File: src/rtl/decode_pkg.sv
// decode_pkg: shared RV64I decode definitions.
//   Opcode / funct3 / funct7 constants, ALU-op encoding, immediate format
//   selector, id_ctl bit positions and the ID/EX register layout.
package decode_pkg;

    // Major opcodes (inst[6:0])
    localparam logic [6:0] OPC_LUI       = 7'b0110111;
    localparam logic [6:0] OPC_AUIPC     = 7'b0010111;
    localparam logic [6:0] OPC_JAL       = 7'b1101111;
    localparam logic [6:0] OPC_JALR      = 7'b1100111;
    localparam logic [6:0] OPC_BRANCH    = 7'b1100011;
    localparam logic [6:0] OPC_LOAD      = 7'b0000011;
    localparam logic [6:0] OPC_STORE     = 7'b0100011;
    localparam logic [6:0] OPC_OP_IMM    = 7'b0010011;
    localparam logic [6:0] OPC_OP        = 7'b0110011;
    localparam logic [6:0] OPC_OP_IMM_32 = 7'b0011011;
    localparam logic [6:0] OPC_OP_32     = 7'b0111011;
    localparam logic [6:0] OPC_MISC_MEM  = 7'b0001111;
    localparam logic [6:0] OPC_SYSTEM    = 7'b1110011;

    // funct3 values that need special handling
    localparam logic [2:0] F3_ADD_SUB = 3'b000;
    localparam logic [2:0] F3_SLL     = 3'b001;
    localparam logic [2:0] F3_SRL_SRA = 3'b101;
    localparam logic [2:0] F3_SYS_BAD = 3'b100;

    // funct7 values
    localparam logic [6:0] F7_BASE = 7'b0000000;
    localparam logic [6:0] F7_ALT  = 7'b0100000;

    typedef enum logic [3:0] {
        ALU_ADD  = 4'd0,
        ALU_SUB  = 4'd1,
        ALU_SLL  = 4'd2,
        ALU_SLT  = 4'd3,
        ALU_SLTU = 4'd4,
        ALU_XOR  = 4'd5,
        ALU_SRL  = 4'd6,
        ALU_SRA  = 4'd7,
        ALU_OR   = 4'd8,
        ALU_AND  = 4'd9
    } alu_op_e;

    // FMT_SH: zero-extended 6-bit shift amount, so execute never sees the
    // funct7 bits that SRAI carries in the I-immediate field.
    typedef enum logic [2:0] {
        FMT_NONE = 3'd0,
        FMT_I    = 3'd1,
        FMT_S    = 3'd2,
        FMT_B    = 3'd3,
        FMT_U    = 3'd4,
        FMT_J    = 3'd5,
        FMT_SH   = 3'd6
    } imm_fmt_e;

    // id_ctl bit positions: {word, load, store, branch, jal, jalr, lui, auipc, system, illegal}
    localparam int CTL_W       = 10;
    localparam int CTL_WORD    = 9;
    localparam int CTL_LOAD    = 8;
    localparam int CTL_STORE   = 7;
    localparam int CTL_BRANCH  = 6;
    localparam int CTL_JAL     = 5;
    localparam int CTL_JALR    = 4;
    localparam int CTL_LUI     = 3;
    localparam int CTL_AUIPC   = 2;
    localparam int CTL_SYSTEM  = 1;
    localparam int CTL_ILLEGAL = 0;

    typedef struct packed {
        logic             valid;
        logic [63:0]      pc;
        logic [4:0]       rd;
        logic [4:0]       rs1;
        logic [4:0]       rs2;
        logic [63:0]      imm;
        alu_op_e          alu_op;
        logic [CTL_W-1:0] ctl;
        logic [2:0]       funct3;
    } id_ex_t;

    // Reset value doubles as the bubble.
    localparam id_ex_t ID_EX_RESET = '{
        valid:  1'b0,
        pc:     64'd0,
        rd:     5'd0,
        rs1:    5'd0,
        rs2:    5'd0,
        imm:    64'd0,
        alu_op: ALU_ADD,
        ctl:    10'd0,
        funct3: 3'd0
    };

    // Register/immediate ALU op from funct3; alt selects SUB/SRA.
    function automatic alu_op_e alu_from_f3(input logic [2:0] f3, input logic alt);
        alu_op_e op;
        case (f3)
            3'b000:  op = alt ? ALU_SUB : ALU_ADD;
            3'b001:  op = ALU_SLL;
            3'b010:  op = ALU_SLT;
            3'b011:  op = ALU_SLTU;
            3'b100:  op = ALU_XOR;
            3'b101:  op = alt ? ALU_SRA : ALU_SRL;
            3'b110:  op = ALU_OR;
            default: op = ALU_AND;
        endcase
        return op;
    endfunction

endpackage

File: src/rtl/decode_imm_gen.sv
// imm_gen: combinational immediate generator.
//   inst : 32-bit instruction
//   fmt  : immediate format selected by the decoder
//   imm  : 64-bit immediate, sign-extended from inst[31] (shamt zero-extended)
module imm_gen
    import decode_pkg::*;
(
    input  logic [31:0] inst,
    input  imm_fmt_e    fmt,
    output logic [63:0] imm
);

    always_comb begin
        imm = '0;
        case (fmt)
            FMT_I:   imm = {{52{inst[31]}}, inst[31:20]};
            FMT_S:   imm = {{52{inst[31]}}, inst[31:25], inst[11:7]};
            FMT_B:   imm = {{51{inst[31]}}, inst[31], inst[7], inst[30:25], inst[11:8], 1'b0};
            FMT_U:   imm = {{32{inst[31]}}, inst[31:12], 12'b0};
            FMT_J:   imm = {{43{inst[31]}}, inst[31], inst[19:12], inst[20], inst[30:21], 1'b0};
            FMT_SH:  imm = {58'b0, inst[25:20]};
            default: imm = '0;
        endcase
    end

endmodule

File: src/rtl/decode.sv
// decode: RV64I instruction decode stage with ID/EX pipeline register.
//   clk, rst_n        : clock, async active-low reset
//   stall, clear      : hold / flush the ID/EX register (clear wins)
//   inst, pc          : instruction and its PC from IF/ID
//   ex_load, ex_rd    : load-in-EX info for load-use hazard detection
//   rs1, rs2          : combinational register-file read addresses
//   load_stall        : combinational load-use hazard
//   id_*              : registered ID/EX outputs for the execute stage
module decode
    import decode_pkg::*;
#(
    parameter logic [31:0] NOP_INST = 32'h0000_0013
) (
    input  logic        clk,
    input  logic        rst_n,
    input  logic        stall,
    input  logic        clear,
    input  logic [31:0] inst,
    input  logic [63:0] pc,
    input  logic        ex_load,
    input  logic [4:0]  ex_rd,
    output logic [4:0]  rs1,
    output logic [4:0]  rs2,
    output logic        load_stall,
    output logic        id_valid,
    output logic [63:0] id_pc,
    output logic [4:0]  id_rd,
    output logic [4:0]  id_rs1,
    output logic [4:0]  id_rs2,
    output logic [63:0] id_imm,
    output logic [3:0]  id_alu_op,
    output logic [9:0]  id_ctl,
    output logic [2:0]  id_funct3
);

    logic [6:0] opcode;
    logic [2:0] f3;
    logic [6:0] f7;
    logic [4:0] rd_f, rs1_f, rs2_f;

    assign opcode = inst[6:0];
    assign rd_f   = inst[11:7];
    assign f3     = inst[14:12];
    assign rs1_f  = inst[19:15];
    assign rs2_f  = inst[24:20];
    assign f7     = inst[31:25];

    imm_fmt_e         fmt;
    alu_op_e          alu;
    logic [CTL_W-1:0] ctl;
    logic             use_rd, use_rs1, use_rs2, illegal;
    logic [63:0]      imm;

    always_comb begin
        fmt     = FMT_NONE;
        alu     = ALU_ADD;
        ctl     = '0;
        use_rd  = 1'b0;
        use_rs1 = 1'b0;
        use_rs2 = 1'b0;
        illegal = 1'b0;

        case (opcode)
            OPC_LUI: begin
                fmt = FMT_U; use_rd = 1'b1; ctl[CTL_LUI] = 1'b1;
            end
            OPC_AUIPC: begin
                fmt = FMT_U; use_rd = 1'b1; ctl[CTL_AUIPC] = 1'b1;
            end
            OPC_JAL: begin
                fmt = FMT_J; use_rd = 1'b1; ctl[CTL_JAL] = 1'b1;
            end
            OPC_JALR: begin
                fmt = FMT_I; use_rd = 1'b1; use_rs1 = 1'b1; ctl[CTL_JALR] = 1'b1;
                illegal = (f3 != 3'b000);
            end
            OPC_BRANCH: begin
                fmt = FMT_B; use_rs1 = 1'b1; use_rs2 = 1'b1; ctl[CTL_BRANCH] = 1'b1;
                // eq/ne compare by subtraction, signed/unsigned by set-less-than
                case (f3[2:1])
                    2'b00:   alu = ALU_SUB;
                    2'b10:   alu = ALU_SLT;
                    2'b11:   alu = ALU_SLTU;
                    default: illegal = 1'b1;
                endcase
            end
            OPC_LOAD: begin
                fmt = FMT_I; use_rd = 1'b1; use_rs1 = 1'b1; ctl[CTL_LOAD] = 1'b1;
                illegal = (f3 == 3'b111);
            end
            OPC_STORE: begin
                fmt = FMT_S; use_rs1 = 1'b1; use_rs2 = 1'b1; ctl[CTL_STORE] = 1'b1;
                illegal = f3[2];
            end
            OPC_OP_IMM: begin
                use_rd = 1'b1; use_rs1 = 1'b1;
                if (f3 == F3_SLL) begin
                    fmt = FMT_SH; alu = ALU_SLL;
                    illegal = (inst[31:26] != 6'b000000);
                end else if (f3 == F3_SRL_SRA) begin
                    fmt = FMT_SH;
                    if (inst[31:26] == 6'b000000)      alu = ALU_SRL;
                    else if (inst[31:26] == 6'b010000) alu = ALU_SRA;
                    else                               illegal = 1'b1;
                end else begin
                    fmt = FMT_I; alu = alu_from_f3(f3, 1'b0);
                end
            end
            OPC_OP: begin
                use_rd = 1'b1; use_rs1 = 1'b1; use_rs2 = 1'b1;
                if (f7 == F7_BASE)
                    alu = alu_from_f3(f3, 1'b0);
                else if (f7 == F7_ALT && (f3 == F3_ADD_SUB || f3 == F3_SRL_SRA))
                    alu = alu_from_f3(f3, 1'b1);
                else
                    illegal = 1'b1;
            end
            OPC_OP_IMM_32: begin
                use_rd = 1'b1; use_rs1 = 1'b1; ctl[CTL_WORD] = 1'b1;
                // f7 covers shamt[5], so a set bit 25 lands in the illegal branch
                if (f3 == F3_ADD_SUB) begin
                    fmt = FMT_I; alu = ALU_ADD;
                end else if (f3 == F3_SLL && f7 == F7_BASE) begin
                    fmt = FMT_SH; alu = ALU_SLL;
                end else if (f3 == F3_SRL_SRA && f7 == F7_BASE) begin
                    fmt = FMT_SH; alu = ALU_SRL;
                end else if (f3 == F3_SRL_SRA && f7 == F7_ALT) begin
                    fmt = FMT_SH; alu = ALU_SRA;
                end else begin
                    illegal = 1'b1;
                end
            end
            OPC_OP_32: begin
                use_rd = 1'b1; use_rs1 = 1'b1; use_rs2 = 1'b1; ctl[CTL_WORD] = 1'b1;
                if (f7 == F7_BASE && (f3 == F3_ADD_SUB || f3 == F3_SLL || f3 == F3_SRL_SRA))
                    alu = alu_from_f3(f3, 1'b0);
                else if (f7 == F7_ALT && (f3 == F3_ADD_SUB || f3 == F3_SRL_SRA))
                    alu = alu_from_f3(f3, 1'b1);
                else
                    illegal = 1'b1;
            end
            OPC_MISC_MEM: begin
                // FENCE / FENCE.I retire as no-ops in this in-order core
                illegal = (f3[2:1] != 2'b00);
            end
            OPC_SYSTEM: begin
                fmt = FMT_I; ctl[CTL_SYSTEM] = 1'b1;
                if (f3 == F3_SYS_BAD) begin
                    illegal = 1'b1;
                end else if (f3 != 3'b000) begin
                    use_rd  = 1'b1;
                    use_rs1 = ~f3[2];   // CSR*I forms carry a uimm in the rs1 field
                end
            end
            default: illegal = 1'b1;
        endcase

        if (illegal) begin
            fmt     = FMT_NONE;
            alu     = ALU_ADD;
            ctl     = '0;
            ctl[CTL_ILLEGAL] = 1'b1;
            use_rd  = 1'b0;
            use_rs1 = 1'b0;
            use_rs2 = 1'b0;
        end
    end

    imm_gen u_imm_gen (
        .inst (inst),
        .fmt  (fmt),
        .imm  (imm)
    );

    assign rs1 = use_rs1 ? rs1_f : 5'd0;
    assign rs2 = use_rs2 ? rs2_f : 5'd0;

    // Unused sources read as x0, so ex_rd != 0 alone excludes them.
    assign load_stall = ex_load && (ex_rd != 5'd0) && ((ex_rd == rs1) || (ex_rd == rs2));

    id_ex_t id_ex_d, id_ex_q;

    always_comb begin
        id_ex_d = id_ex_q;
        if (clear) begin
            id_ex_d = ID_EX_RESET;
        end else if (!stall) begin
            if (load_stall) begin
                id_ex_d = ID_EX_RESET;
            end else begin
                id_ex_d.valid  = (inst != NOP_INST);
                id_ex_d.pc     = pc;
                id_ex_d.rd     = use_rd ? rd_f : 5'd0;
                id_ex_d.rs1    = rs1;
                id_ex_d.rs2    = rs2;
                id_ex_d.imm    = imm;
                id_ex_d.alu_op = alu;
                id_ex_d.ctl    = ctl;
                id_ex_d.funct3 = f3;
            end
        end
    end

    always_ff @(posedge clk or negedge rst_n) begin
        if (!rst_n) id_ex_q <= ID_EX_RESET;
        else        id_ex_q <= id_ex_d;
    end

    assign id_valid  = id_ex_q.valid;
    assign id_pc     = id_ex_q.pc;
    assign id_rd     = id_ex_q.rd;
    assign id_rs1    = id_ex_q.rs1;
    assign id_rs2    = id_ex_q.rs2;
    assign id_imm    = id_ex_q.imm;
    assign id_alu_op = id_ex_q.alu_op;
    assign id_ctl    = id_ex_q.ctl;
    assign id_funct3 = id_ex_q.funct3;

endmodule
File: config.mk
export PLATFORM = sky130hd
export DESIGN_NAME = decode
export DESIGN_NICKNAME = d
export VERILOG_FILES = /design/src/rtl/decode_pkg.sv /design/src/rtl/decode_imm_gen.sv /design/src/rtl/decode.sv
export SDC_FILE = /design/constraint.sdc
export NUM_CORES = 1
export LEC_CHECK = 0
export BUFFER_PORTS_ARGS = -buffer_cell sky130_fd_sc_hd__buf_2
export CAP_MARGIN = 40
export CORE_MARGIN = 2
export CORE_UTILIZATION = 48
export CTS_CLUSTER_SIZE = 28
export DETAILED_ROUTE_END_ITERATION = 12
export PLACE_DENSITY_LB_ADDON = 0.3
export RECOVER_POWER = 100
export REMOVE_ABC_BUFFERS = 1
export SYNTH_ARGS = -nofsm -noshare
export SYNTH_HDL_FRONTEND = slang
export SYNTH_SLANG_ARGS = --single-unit
export TNS_END_PERCENT = 1
File: constraint.sdc
create_clock -name clk -period 4.45 [get_ports clk]
set_input_delay 0.89 -clock clk [delete_from_list [all_inputs] [get_ports clk]]
set_output_delay 0.89 -clock clk [all_outputs]
set_load 0.01 [all_outputs]
### Word level (Yosys, flattened, before mapping)

Cells that the tools add are included.

| storage, ports and cells | value |
|---|---|
| register bits | 161 |
| input bits | 106 |
| output and inout bits | 172 |
| logic and storage cells | 137 |

| operators by class | value |
|---|---|
| equality and inequality tests | 34 |
| muxes and demuxes | 66 |
| bitwise gates (word level) | 1 |
| reduce and logical (&&, ||, !) cells | 27 |

Operators with widths:

| kind | count |
|---|---|
| $mux 161 | 3 |
| $pmux 64 s6 | 1 |
| $pmux 4 s7 | 2 |
| $pmux 4 s5 | 2 |
| $mux 3 | 13 |
| $eq 7x6->1 const B | 5 |
| $ne 32x5->1 const B | 1 |
| $mux 1 | 30 |
| $eq 7x7->1 const B | 4 |
| $mux 4 | 6 |
| $eq 3x3->1 const B | 7 |
| $eq 7x5->1 const B | 3 |
| $pmux 3 s7 | 1 |
| $mux 5 | 3 |
| $eq 3x2->1 const B | 4 |
| $pmux 1 s11 | 1 |
| $eq 5x5->1 | 2 |
| $mux 10 | 1 |
| $pmux 3 s3 | 1 |
| $reduce_or 3->1 | 3 |
| $reduce_or 9->1 | 1 |
| $reduce_or 8->1 | 1 |
| $eq 7x2->1 const B | 1 |
| $eq 7x4->1 const B | 1 |
| other kinds (18) | 31 |

### Logic depth before layout (Yosys ltp)

| depth | value |
|---|---|
| word-level depth | 15 |
| depth in mapped cells | 12 |
| depth with buffers taken out | 8 |

### Cells and area by module

A second synthesis with hierarchy kept.

| second synthesis, totals | value |
|---|---|
| cell total of the unflattened synthesis | 713 |
| area total of the unflattened synthesis | 7826.3 um2 |

Modules (own cells, without submodules):

| module | times used | cells an instance | area an instance (um2) | seq. area each (um2) |
|---|---|---|---|---|
| decode | 1 | 612 | 7116.8 | 4028.9 |
| imm_gen | 1 | 101 | 709.4 | 0.0 |

### Worst setup path after synthesis

OpenSTA, ideal clock, no wires.

| timing path | value |
|---|---|
| path kind | input -> output |
| start point | input port inst[5] |
| end point | output port load_stall |
| arrival | 2.871 ns |
| required time | 3.560 ns |
| setup slack | 0.689 ns |
| stages on the path | 9 |
| path buffers | 2 |
| cells stage by stage | buf_2 -> buf_2 -> and3_1 -> and4b_1 -> nand4_1 -> nor3b_1 -> o21ai_0 -> a2111o_1 -> nand2_1 |

| between the ends | value |
|---|---|
| word-level cells in the longest chain between the ends | 8 |
| elaborated cells between the ends (all ways) | 27 |
| classes of those cells | eq/ne: 15; mux: 7; reduce/logical: 5 |

Ends and longest elaborated chain:

| item | RTL line | text |
|---|---|---|
| start: declaration | decode.sv:18 | `input logic [31:0] inst,` |
| $eq 7x7->1, or another cell as far along | decode.sv:63 | `case (opcode)` |
| $reduce_or 3->1 (no line) / $reduce_or 4->1 (equally long branches) | -- |  |
| $pmux 1 s11 / $mux 1 (equally long branches) | decode.sv:63 |  |
| $mux 1 * | decode.sv:158 | `if (illegal) begin` |
| $mux 5 * | decode.sv:176 | `assign rs2 = use_rs2 ? rs2_f : 5'd0;` |
| net rs2[1] | decode.sv:23 | `output logic [4:0] rs2,` |
| $eq 5x5->1 * | decode.sv:179 | `assign load_stall = ex_load && (ex_rd != 5'd0) && ((ex_rd == rs1) \|\| (ex_rd == rs2));` |
| $logic_or 1x1->1 * | decode.sv:179 |  |
| $logic_and 1x1->1 * | decode.sv:179 |  |
| end: declaration | decode.sv:24 | `output logic load_stall,` |

Mark *: on every way through the listed nets, which the timed path passes. The rest lies on a longest branch.

### Final worst setup path

| timing path | value |
|---|---|
| start point | input port inst[27] |
| end point | output port load_stall |

| between the ends | value |
|---|---|
| word-level cells in the longest chain between the ends | 12 |
| elaborated cells between the ends (all ways) | 30 |
| classes of those cells | eq/ne: 4; mux: 16; reduce/logical: 10 |

Ends and longest elaborated chain:

| item | RTL line | text |
|---|---|---|
| $eq 7x6->1 | decode.sv:113, decode.sv:127, decode.sv:137 |  |
| $logic_and 1x1->1 | decode.sv:127 | `end else if (f3 == F3_SRL_SRA && f7 == F7_ALT) begin` |
| $mux 1 | decode.sv:127 |  |
| $mux 1 | decode.sv:125 | `end else if (f3 == F3_SRL_SRA && f7 == F7_BASE) begin` |
| $mux 1 | decode.sv:123 | `end else if (f3 == F3_SLL && f7 == F7_BASE) begin` |
| $mux 1 | decode.sv:121 | `if (f3 == F3_ADD_SUB) begin` |
| $pmux 1 s11 * | decode.sv:63 |  |
| $mux 1 | decode.sv:158 |  |
| $mux 5 (on tied branches) | decode.sv:175, decode.sv:176 |  |
| $eq 5x5->1 | decode.sv:179 |  |
| $logic_or 1x1->1 * | decode.sv:179 |  |
| $logic_and 1x1->1 * | decode.sv:179 |  |

Mark *: on every way between the ends. The rest lies on a longest branch, timed or not.

==> flow_summary.yaml <==
place:
  numPortBuffers: 277
  place_ws_ps: 213
  place.gp.congestion: 0.940
  placed_area_sq_um: 7630
  dp_hpwl_um: 14800
timing:
  final-setup-viol-count: 0
  hold_viol: 0
  worst_pin_slew_ps: 2040
  fin_skew_ps: 0
  setup_tns_ps: 0
  fmax_mhz: 231
  finalCritPeriodShare: 0.972
  rsz0062_at_grt: "no"
  holdWs_ps: 480
  drv_slew: 86
  fin_crit_ps: 4330
  max_slew_margin: -0.362
  setup_ws_ps: 125
worst_setup_path:
  crit_start: "inst[27]"
  reg2reg_to: "id_imm[62]$_DFFE_PN0P_"
  crit_arrival_ps: 3440
  crit_fanout: 13
  critPathMaxStageDelay_ps: 580
  worstPathRequired_ps: 3560
  critPathMostFrequentCell: "clkbuf_1"
  r2r_slack_ps: 3300
  r2r_start: "id_imm[62]$_DFFE_PN0P_"
  reg2reg_depth: 2
  critPathCapture: "load_stall"
  cp-start-kind: "input pin"
  critPathKind: "in -> out"
  crit_chain: "clkbuf_1 -> or4_4 -> or2_1 -> o41ai_2 -> and4_4 -> nand3_1 -> a221o_1 -> nand2_1 -> clkbuf_1"
  cpMaxStageDelayCell: "or4_4"
  cp-end-kind: "primary output"
pwr:
  seqPwrFrac: 0.416
  switching_share: 0.252
  p_int_uw: 2220
  vdd.ir_drop.worst_uv: 203
  p_per_area_nw_per_um2: 371
  comb_power_share: 0.104
  p_sw_uw: 746
  clkPwrFrac: 0.481
  power_uw: 2960
  p_leak_uw: 0.00360
detailed_routing:
  first_iter_violations: 706
  viasPerCell: 5.88
  first_pass_iters: 5
  via_count: 6068
  wl_um: 20500
  ant_nets: 0
  drcViolationCount: 0
  wl_per_cell_um: 19.8
worst_hold_path:
  hp-class: "reg -> reg"
clock_network:
  clk-insertion-delay-late_ps: 420
  numCtsBuffers: 17
  cts.sinks: 129
  cts_root_buf: "clkbuf_16"
  cts_setup_buffers: 0
  hold_buffers: 0
  cts.path.max_buffers: 2
  cts.clk_slew.worst_paths_ps: 60
  htree_levels: 4
  cts_resized: 0
  cts_tree: "built"
run_status:
  status: "finished, violations left"
  violations: "max-capacitance violations, max-slew violations"
layout:
  syn2layout_area_growth_pct: 27.4
  finish.net_count: 952
  finish.instance_area_sq_um: 7980
  fillers: 1196
  drive_above_1_share: 0.190
  regArea_sq_um: 3230
  multi_input_area_sq_um: 2580
synthesis:
  synthArstFlopShare: 1.00
  synth_area_sq_um: 6260
  synthAdderAreaFrac: 0
  synth_edf_count: 0
  synth_seq_cells: 129
  yosys.cell_count.top_type: "dfrtp_1"
  yosys_warnings: 0
  syn_inst: 606
  synth_top_family_by_area: "compound AO/OA/AOI/OAI gates"
  synthTopCellsByArea: "dfrtp_1 52%, a22o_1 11%, buf_4 3.8%, nand2_1 3.5%, o21ai_0 3.4%"
  synthSimpleGateAreaFrac: 0.147
  synth_mux_area_frac: 0.00160
  synth_top_cell_by_area: "dfrtp_1"
  ys.flop_type: "dfrtp_1"
  synth_compound_area_frac: 0.254
  synth_common_cells: "129 x dfrtp_1, 81 x a22o_1, 58 x nand2_1"
  synthXorXnorAreaFrac: 0.00699
  synth_seq_area_share: 0.515
  synth_area_per_cell_sq_um: 10.3
  ys_types: 66
  synth_top_area_share: 0.515
floorplan:
  std_cell_rows: 41
  dieArea_sq_um: 14000
  start_util: 0.494
  die_w_um: 118
  ios: 278
  chipHeight_um: 118
  core_area_sq_um: 12700
grt:
  overflow: 0
  grt_start_max_net_pins: 86
  grt_pass1_wl_um: 32300
  antenna_found_initial: 1
  grt_pass1_vias: 5934
  track_usage: 0.291
flow_run:
  maxCapViolCount: 1
[worst min path at each step]
stage / depth (start not counted) / slack, ps / to / start
floorplan: 2 / 510 / id_ctl[9]$_DFFE_PN0P_ / id_ctl[9]$_DFFE_PN0P_
global placement: 2 / 460 / id_imm[17]$_DFFE_PN0P_ / id_imm[17]$_DFFE_PN0P_
detailed placement: 2 / 460 / id_imm[21]$_DFFE_PN0P_ / id_imm[21]$_DFFE_PN0P_
CTS: 1 / 320 / id_imm[27]$_DFFE_PN0P_ / rst_n
global route: 2 / 500 / id_imm[0]$_DFFE_PN0P_ / id_imm[0]$_DFFE_PN0P_
finish: 2 / 480 / id_ctl[4]$_DFFE_PN0P_ / id_ctl[4]$_DFFE_PN0P_
[power groups by stage]
stage	Sequential, uW	Combinational, uW	Clock (uW)
after floorplan	1270	109	0
after global placement	1250	311	0
after detailed placement	1250	319	0
after CTS	1230	321	1440
after global routing	1240	335	1490
final	1230	307	1420
[placed cells by master (no fill, tap or decap), types with 13 or more instances in the layout]
master     synthesis  final
a22o_1            81     81
o21ai_0           43     43
clkbuf_16          0     17
dfrtp_1          129    129
nand2_1           58     58
nor2_1            30     30
clkbuf_1          27    176
nor3_1            13     13
buf_2             14    106
a21oi_1           27     27
[layout make-up]
| cell class | instances | share of cell area |
|---|---|---|
| antenna | 1 | 0.000314 |
| clock buffer | 19 | 0.0555 |
| clock inverter | 13 | 0.0201 |
| inverter | 8 | 0.00376 |
| multi-input combinational | 393 | 0.323 |
| sequential | 129 | 0.405 |
| tap | 172 | 0.0270 |
| timing repair buffer | 297 | 0.165 |
[sequential cells by signal, indices dropped and copies added (netlist names)]
signal     cells
id_valid       1
id_rs2         5
id_funct3      3
id_alu_op      4
id_imm        32
id_ctl        10
id_rd          5
id_rs1         5
id_pc         64
[cells by family (layout without fill, tap and decap cells)]
family          Yosys count  in the layout
flops                   129            129
other cells               0              1
simple gates            176            176
compound gates          211            211
buf+inv                  84            337
xor+xnor                  5              5
mux                       1              1
[per-stage QoR]
step	instances	util
final	1032	0.630
after global routing	1032	0.630
after CTS	1030	0.650
after global placement	996	0.599
after floorplan	530	-
after detailed placement	998	0.602
[metal layers]
layer	routed length, um	vias up	global-route usage
met5	0	-	0
met2	10100	327	0.481
met1	8270	2975	0.367
met3	1590	48	0.0681
li1	-	2718	-
met4	521	0	0.117
[critical path, delay by kind of cell]
family / cells / cell delay [ps]
buf+inv: 2 / 260
compound gates: 2 / 800
simple gates: 5 / 1490
Note: power is estimated with default switching activity, not from simulation.
